--- src/rtl/legv8_pkg.sv ---
// Shared defaults and FSM encoding for the LEGv8 register file.
package legv8_pkg;

    localparam int DEFAULT_DATA_WIDTH = 64;
    localparam int DEFAULT_ADDR_WIDTH = 5;
    localparam int XZR_IDX            = (1 << DEFAULT_ADDR_WIDTH) - 1;

    typedef enum logic {
        ST_CLEAR = 1'b0,
        ST_READY = 1'b1
    } regfile_state_t;

endpackage

--- src/rtl/regfile_scoreboard.sv ---
// One pending bit per register: flush clears a single swept entry, set marks an
// in-flight producer, clear retires it; set beats clear on the same entry.
module regfile_scoreboard #(
    parameter int ADDR_WIDTH = 5
) (
    input  logic                  clk,
    input  logic                  i_flush,
    input  logic [ADDR_WIDTH-1:0] i_flush_idx,
    input  logic                  i_set,
    input  logic [ADDR_WIDTH-1:0] i_set_idx,
    input  logic                  i_clr,
    input  logic [ADDR_WIDTH-1:0] i_clr_idx,
    input  logic [ADDR_WIDTH-1:0] i_lookup_idx_1,
    input  logic [ADDR_WIDTH-1:0] i_lookup_idx_2,
    output logic                  o_pending_1,
    output logic                  o_pending_2
);

    localparam int DEPTH = 1 << ADDR_WIDTH;

    logic [DEPTH-1:0] r_pending;

    // The later non-blocking assignment wins, which gives set priority over clear.
    always_ff @(posedge clk) begin
        if (i_flush) begin
            r_pending[i_flush_idx] <= 1'b0;
        end else begin
            if (i_clr) begin
                r_pending[i_clr_idx] <= 1'b0;
            end
            if (i_set) begin
                r_pending[i_set_idx] <= 1'b1;
            end
        end
    end

    assign o_pending_1 = r_pending[i_lookup_idx_1];
    assign o_pending_2 = r_pending[i_lookup_idx_2];

endmodule

--- src/rtl/legv8_param_regfile.sv ---
// Parameterised LEGv8 register file: two combinational read ports with write-through,
// one write port, pending-bit scoreboard and a post-reset clearing sweep.
module legv8_param_regfile
    import legv8_pkg::*;
#(
    parameter int DATA_WIDTH  = DEFAULT_DATA_WIDTH,
    parameter int ADDR_WIDTH  = DEFAULT_ADDR_WIDTH,
    parameter bit ZERO_REG_EN = 1'b1
) (
    input  logic                  clk,
    input  logic                  reset,
    input  logic [ADDR_WIDTH-1:0] read_reg_address_1,
    input  logic [ADDR_WIDTH-1:0] read_reg_address_2,
    input  logic [ADDR_WIDTH-1:0] write_reg_address,
    input  logic [DATA_WIDTH-1:0] data,
    input  logic                  reg_write,
    input  logic                  reserve_valid,
    input  logic [ADDR_WIDTH-1:0] reserve_address,
    input  logic                  clear_req,
    output logic [DATA_WIDTH-1:0] reg_out_1,
    output logic [DATA_WIDTH-1:0] reg_out_2,
    output logic                  busy_1,
    output logic                  busy_2,
    output logic                  ready,
    output regfile_state_t        o_dbg_state
);

    localparam int                    DEPTH = 1 << ADDR_WIDTH;
    localparam logic [ADDR_WIDTH-1:0] XZR   = ADDR_WIDTH'(DEPTH - 1);

    regfile_state_t        r_state;
    regfile_state_t        w_state_next;
    logic [ADDR_WIDTH-1:0] r_count;
    logic [ADDR_WIDTH-1:0] w_count_next;
    logic                  w_sweep;
    logic [DATA_WIDTH-1:0] r_mem [DEPTH];

    logic                  w_live;
    logic                  w_flush;
    logic                  w_wr_en;
    logic                  w_set_en;
    logic                  w_rd_xzr_1;
    logic                  w_rd_xzr_2;
    logic                  w_pend_1;
    logic                  w_pend_2;
    logic                  w_mem_we;
    logic [ADDR_WIDTH-1:0] w_mem_addr;
    logic [DATA_WIDTH-1:0] w_mem_wdata;

    always_ff @(posedge clk) begin
        if (reset) begin
            r_state <= ST_CLEAR;
            r_count <= '0;
        end else begin
            r_state <= w_state_next;
            r_count <= w_count_next;
        end
    end

    always_comb begin
        w_state_next = r_state;
        w_count_next = r_count;
        w_sweep      = 1'b0;
        case (r_state)
            ST_CLEAR: begin
                w_sweep      = 1'b1;
                w_count_next = r_count + 1'b1;
                if (r_count == XZR) begin
                    w_state_next = ST_READY;
                end
            end
            ST_READY: begin
                if (clear_req) begin
                    w_state_next = ST_CLEAR;
                    w_count_next = '0;
                end
            end
            default: w_state_next = ST_CLEAR;
        endcase
    end

    assign ready       = (r_state == ST_READY);
    assign o_dbg_state = r_state;

    // Outputs stay quiet while reset is held, even if the FSM has not left READY yet.
    assign w_live     = ready && !reset;
    assign w_flush    = w_sweep && !reset;
    assign w_rd_xzr_1 = ZERO_REG_EN && (read_reg_address_1 == XZR);
    assign w_rd_xzr_2 = ZERO_REG_EN && (read_reg_address_2 == XZR);
    assign w_wr_en    = w_live && reg_write && !(ZERO_REG_EN && (write_reg_address == XZR));
    assign w_set_en   = w_live && reserve_valid && !(ZERO_REG_EN && (reserve_address == XZR));

    assign w_mem_we    = w_flush || w_wr_en;
    assign w_mem_addr  = w_flush ? r_count : write_reg_address;
    assign w_mem_wdata = w_flush ? '0 : data;

    always_ff @(posedge clk) begin
        if (w_mem_we) begin
            r_mem[w_mem_addr] <= w_mem_wdata;
        end
    end

    always_comb begin
        reg_out_1 = '0;
        if (w_live && !w_rd_xzr_1) begin
            if (reg_write && (write_reg_address == read_reg_address_1)) begin
                reg_out_1 = data;
            end else begin
                reg_out_1 = r_mem[read_reg_address_1];
            end
        end
    end

    always_comb begin
        reg_out_2 = '0;
        if (w_live && !w_rd_xzr_2) begin
            if (reg_write && (write_reg_address == read_reg_address_2)) begin
                reg_out_2 = data;
            end else begin
                reg_out_2 = r_mem[read_reg_address_2];
            end
        end
    end

    regfile_scoreboard #(
        .ADDR_WIDTH(ADDR_WIDTH)
    ) u_scoreboard (
        .clk            (clk),
        .i_flush        (w_flush),
        .i_flush_idx    (r_count),
        .i_set          (w_set_en),
        .i_set_idx      (reserve_address),
        .i_clr          (w_wr_en),
        .i_clr_idx      (write_reg_address),
        .i_lookup_idx_1 (read_reg_address_1),
        .i_lookup_idx_2 (read_reg_address_2),
        .o_pending_1    (w_pend_1),
        .o_pending_2    (w_pend_2)
    );

    assign busy_1 = w_live && w_pend_1 && !w_rd_xzr_1;
    assign busy_2 = w_live && w_pend_2 && !w_rd_xzr_2;

endmodule

--- config.mk ---
export PLATFORM = sky130hd
export DESIGN_NAME = legv8_param_regfile
export DESIGN_NICKNAME = d
export VERILOG_FILES = /design/src/rtl/legv8_pkg.sv /design/src/rtl/regfile_scoreboard.sv /design/src/rtl/legv8_param_regfile.sv
export SDC_FILE = /design/constraint.sdc
export NUM_CORES = 2
export LEC_CHECK = 0
export BUFFER_PORTS_ARGS = -buffer_cell sky130_fd_sc_hd__buf_2
export CORE_MARGIN = 5
export CORE_UTILIZATION = 30
export CTS_BUF_LIST = sky130_fd_sc_hd__clkbuf_16
export DETAILED_ROUTE_END_ITERATION = 12
export GPL_ROUTABILITY_DRIVEN = 0
export GPL_TIMING_DRIVEN = 0
export PLACE_DENSITY_LB_ADDON = 0.08
export SETUP_SLACK_MARGIN = 0.02
export SLEW_MARGIN = 30
export SYNTH_ARGS = -nofsm -noshare
export SYNTH_HDL_FRONTEND = slang
export SYNTH_HIERARCHICAL = 1
export SYNTH_SLANG_ARGS = --single-unit
--- constraint.sdc ---
create_clock -name clk -period 15.35 [get_ports clk]
set_input_delay 2.3025 -clock clk [delete_from_list [all_inputs] [get_ports clk]]
set_output_delay 2.3025 -clock clk [all_outputs]
set_load 0.02 [all_outputs]
Word-level counts from Yosys, hierarchy flattened

Memory sizes are Yosys's and may differ from the RTL's.
Cells that the tools add are included.
Widths: inputs -> output; s select.

Add/subtract/negate cells: 1
Magnitude comparators: 8
Equality and inequality tests: 8
Muxes and demuxes: 28
Bitwise operators: 6
Reductions and logical operators: 23

Operators with widths:

| operator            | count |
|---|---|
| $mux 64             | 5 |
| $mux 32             | 4 |
| $and 32x32->32      | 2 |
| $not 32->32         | 2 |
| $or 32x32->32       | 1 |
| $lt 5x6->1 const B  | 5 |
| $eq 5x5->1 const B  | 5 |
| $logic_and 1x1->1   | 17 |
| $demux 1 s5         | 3 |
| $ge 5x1->1 const B  | 3 |
| $bmux 1 s5          | 2 |
| $eq 5x5->1          | 2 |
| $mux 1              | 10 |
| $mux 5              | 2 |
| $pmux 5 s2          | 1 |
| $add 5x1->5 const B | 1 |
| $logic_not 1->1     | 5 |
| $ne 2x2->1 const B  | 1 |
| $pmux 1 s2          | 1 |
| $logic_or 1x1->1    | 1 |
| $not 1->1           | 1 |

Register bits after elaboration: 38
Bits in writable memories: 2,048
Input bits: 89
Output and inout bits: 132
Word-level logic and storage cells: 78
Memories: 1

Memory list:

| name  | words | width | read ports | clocked after memory_dff | wr ports | line                      | source |
|---|---|---|---|---|---|---|---|
| r_mem | 32    | 64    | 2          | 0                        | 1        | legv8_param_regfile.sv:36 | `logic [DATA_WIDTH-1:0] r_mem [DEPTH];` |

Logic depth before layout (Yosys ltp)

Word-level depth: 11
Depth in mapped cells: 10
Mapped depth without buffers: 8

Cells and area by module

Netlist, hierarchy kept.

Modules (own cells, without submodules):

| module              | times used | cells each | area an instance (um^2) | sequential area each (um^2) |
|---|---|---|---|---|
| legv8_param_regfile | 1          | 4,351      | 95,442.8                | 61,619.1 |
| regfile_scoreboard  | 1          | 294        | 2,273.4                 | 640.6 |

Worst setup path after synthesis

Ideal clock, no wire load.

Kind: input -> register
From: input port reset
To: memory r_mem[16][0] in the netlist's numbering, enable pin
Setup time: 487 ps
Arrival: 6,297 ps
Required time: 14,863 ps
Path slack: 8,566 ps
Stages: 5
Buffers on the path: 1
Cells stage by stage: clkbuf_1 > nor2_1 > mux2i_1 > nand3_1 > nor2_1

Longest elaborated chain between the ends: 7
Elaborated cells on any way between the ends: 9
Those cells by class: 3 x mux; 6 x reduce/logical

RTL lines:

| item                           | line                                                 | source |
|---|---|---|
| start, declared                | legv8_param_regfile.sv:11                            | `input logic reset,` |
| $logic_not 1->1 *              | legv8_param_regfile.sv:86, legv8_param_regfile.sv:87 |  |
| $logic_and 1x1->1              | legv8_param_regfile.sv:86                            | `assign w_live = ready && !reset;` |
| $logic_and 1x1->1 (2 in a row) | legv8_param_regfile.sv:90                            | `assign w_wr_en = w_live && reg_write && !(ZERO_REG_EN && (write_reg_address == XZR));` |
| $logic_or 1x1->1               | legv8_param_regfile.sv:93                            | `assign w_mem_we = w_flush \|\| w_wr_en;` |
| $mux 1                         | legv8_param_regfile.sv:98                            | `if (w_mem_we) begin` |
| $mux 1 (not written as such)   | legv8_param_regfile.sv:99                            | `r_mem[w_mem_addr] <= w_mem_wdata;` |
| end, declared                  | legv8_param_regfile.sv:36                            |  |

Every way passes the cells marked *; elsewhere a longest branch is shown, timed or not.

Worst setup path in the final report

From: input port read_reg_address_2[2]
To: output port reg_out_2[56]

Longest elaborated chain between the ends: 4
Elaborated cells on any way between the ends: 8
Those cells by class: 2 x eq/ne; 2 x mux; 3 x reduce/logical; 1 x memory

RTL lines:

| item                                                                  | line                       | source |
|---|---|---|
| start, declared                                                       | legv8_param_regfile.sv:13  | `input logic [ADDR_WIDTH-1:0] read_reg_address_2,` |
| parallel branches: the longest is 3 deep, another holds $mem_v2 32x64 | n/a                        |  |
| $mux 64 *                                                             | legv8_param_regfile.sv:116 | `if (w_live && !w_rd_xzr_2) begin` |
| end, declared                                                         | legv8_param_regfile.sv:21  | `output logic [DATA_WIDTH-1:0] reg_out_2,` |

Mark *: on every way between the ends.

==> metrics.txt <==
status=completed; routed len/inst=~40 um; fin crit share=57.0%; clock skew=about 49 ps; Slew headroom=slightly below 30%; Hold Path Depth=2; first-pass GRT wire length=534 mm; vias per inst=5.78; initial drt markers=6588; R2R depth=11; Worst Tran Pin Value=1060 ps; Initial Util=30.1%; clk slew on worst S/H paths=60 ps; Synth Flop Type=edfxtp_1; hpwl dp=about 280 mm; # resized after CTS=0; Total GRT Usage=roughly 23%; Req. time, crit path=13050 ps; vias=57200; final WL=400 mm; top cells by area, synth=edfxtp_1 (63%), mux4_2 (29%), mux2i_1 (0.96%), o21ai_0 (0.96%), o22ai_1 (0.78%); Bufs on Longest Clock Path=4; Core ar.=0.324 mm^2; remaining antenna violation count after routing=0; # rows=209; min-delay src=u_scoreboard/r_pending[26]; worst path arrival time=around 6500 ps; Leakage=38.4 nW; area delta synth->final=22.2%; Die W=approximately 580 um; initial antenna violation count=35; CP endpoint kind=output pin; htree depth=4; Hold Path End=u_scoreboard/r_pending[26]; die height=581 um; Initial DRT Pass Iterations=6; syn_area_per_cell=roughly 21 um^2; Synth top area share=62.9%; Yosys warning count=6; Synth area leader=edfxtp_1; Post-synth ARST share=0%; number of global-route vias before repair=57600; Mapped Cells=4645; Maximum Capacitance Violations=0; Port Buf Inserts=219; clock latency on the worst-skew pair=940 ps; cts hold-fix bufs=0; #FFs+latches synth=about 2100; total grt overflow=0; # setup viols final=0; Worst Hold Class=reg2reg; mapped cell area=0.0977 mm^2; P per Cell Area=110 mW/mm^2; share of layout cells above drive strength 1=44.3%; Area after DPL=0.112 mm^2; sequential fraction of the synthesis area=between 60% and 70%; post-route cell area=0.119 mm^2; syn nets=4736; Max VDD drop=100 uV; Startpoint Class=input port; Root Driver=clkbuf_16; Nets=5459; CTS sink count=2086; Die ar.=0.337 mm^2; FMAX=114 MHz; TNS Setup=0 ps; final hold violations=0; R2R Path End=r_mem[13][36]; CP startpoint=read_reg_address_2[2]; CTS tree=built; Setup Crit Path Kind=in2out; worst-path fanout max=14; post-synth cell types=55; reg2reg start=o_dbg_state; Post-synth EDFFs=2048; Top Ports=roughly 220; Slew Limit Fails=0; fillers=between 20000 and 30000; RSZ-0062 raised after global routing=no; # Post-CTS Setup Buffers=0; Num CTS Buffers=245; Post-route DRC=0; crit path time final=approximately 8800 ps; R2R setup slack=11400 ps; largest net degree at the start of global routing=33
critical path: stages:
cell and delay (ps):
buf_2 130, buf_2 290, inv_2 520, buf_2 880, buf_2 720, mux4_2 610
o22ai_1 650, nor2_1 100, buf_2 190
layout make-up:
type	instances	area [um^2]	area share (%)
Tap cell	4325	5410	4.53
Clock inverter	197	1280	1.07
Timing Repair Buffer	476	7820	6.55
Clock buffer	247	6180	5.18
Inverter	7	26.3	0.0220
Antenna cell	13	32.5	0.0272
Sequential cell	2086	62300	52.1
Buffer	370	2090	1.75
Multi-Input combinational cell	2182	34300	28.7
Yosys cell counts (3+ instances only):
| cell type | count |
|---|---|
| edfxtp_1 | 2048 |
| mux4_2 | 1240 |
| o21ai_0 | 187 |
| nor2_1 | 177 |
| clkbuf_1 | 158 |
| o22ai_1 | 122 |
| mux2i_1 | 94 |
| buf_2 | 91 |
| nand2_1 | 75 |
| nor2b_1 | 69 |
| buf_1 | 50 |
| a22oi_1 | 44 |
| buf_4 | 43 |
| dfxtp_1 | 38 |
| a221oi_1 | 26 |
| buf_6 | 23 |
| a21oi_1 | 15 |
| nand3_1 | 14 |
| o21ai_1 | 13 |
| nand3b_1 | 11 |
| nand2b_1 | 10 |
| xnor2_1 | 10 |
| a31oi_1 | 7 |
| and2_1 | 6 |
| and3_1 | 6 |
| inv_1 | 6 |
| nand4_1 | 6 |
| buf_8 | 5 |
| nor3b_1 | 4 |
| a31o_2 | 3 |
| mux2_2 | 3 |
| or2_2 | 3 |
| or3_1 | 3 |
| or3b_2 | 3 |
flip-flops by register name, summed over array words and instances, names as in the netlist:
signal and cells:
o_dbg_state 1, r_count 5, r_mem 2048, u_scoreboard/r_pending 32
worst max path at each step:
| stage | slack, ps | depth (start not counted) | to |
|---|---|---|---|
| global placement | 1730 | 5 | r_mem[17][40] |
| detailed placement | 6550 | 9 | reg_out_1[25] |
| floorplan | 8570 | 5 | r_mem[16][0] |
| CTS | 6540 | 9 | reg_out_1[25] |
| global route | 6570 | 9 | reg_out_1[25] |
| finish | 6600 | 9 | reg_out_2[56] |
logic make-up after synthesis:
group	Yosys count	synth area share, %
multiplexers	1337	29.6
AND/OR/NAND/NOR	397	1.93
AO/OA/AOI/OAI	435	2.69
buffers and inverters	377	1.96
flip-flops	2086	63.7
XOR/XNOR	11	0.0986
adder cells (fa/ha/maj)	2	0.0256
layer usage:
| metal | vias up | part of all wire [%] | GRT usage, % |
|---|---|---|---|
| met2 | 2654 | 46 | 36.3 |
| met1 | 32100 | 44 | 34.0 |
| met3 | 460 | 6.9 | 3.72 |
| met4 | 6 | 2.6 | 5.74 |
| met5 | - | 0.0090 | 0 |
| li1 | 22000 | - | - |
report_power, final:
part,leakage [nW],internal [mW],switching (mW)
Clock,3.86,3.10,2.45
Sequential,19.1,6.31,0.0201
Combinational,15.5,0.523,0.787
Total,38.4,9.93,3.26
per-stage QoR:
step	std cells	worst slack (ps)	hold WS (ps)	total power [mW]	utilization (%)
floorplan	4645	8570	477	7.14	-
global placement	9189	1730	499	7.69	32.1
detailed placement	9446	6550	509	7.77	34.5
CTS	9890	6540	519	13.3	36.8
global route	9892	6570	538	13.6	36.8
finish	9903	6600	517	13.2	36.8
cell usage in the layout (no fill, tap or decap), types with 38 or more instances in the layout:
| cell | instances |
|---|---|
| edfxtp_1 | 2048 |
| mux4_2 | 1240 |
| buf_2 | 348 |
| clkbuf_16 | 247 |
| buf_16 | 219 |
| o21ai_0 | 187 |
| nor2_1 | 145 |
| o22ai_1 | 122 |
| clkbuf_2 | 110 |
| mux2i_1 | 94 |
| nand2_1 | 75 |
| clkinv_1 | 71 |
| nor2b_4 | 64 |
| inv_1 | 63 |
| clkbuf_1 | 47 |
| a22oi_1 | 44 |
| buf_4 | 43 |
| clkinv_2 | 38 |
| dfxtp_1 | 38 |
Power figures use the tool's default switching activity.
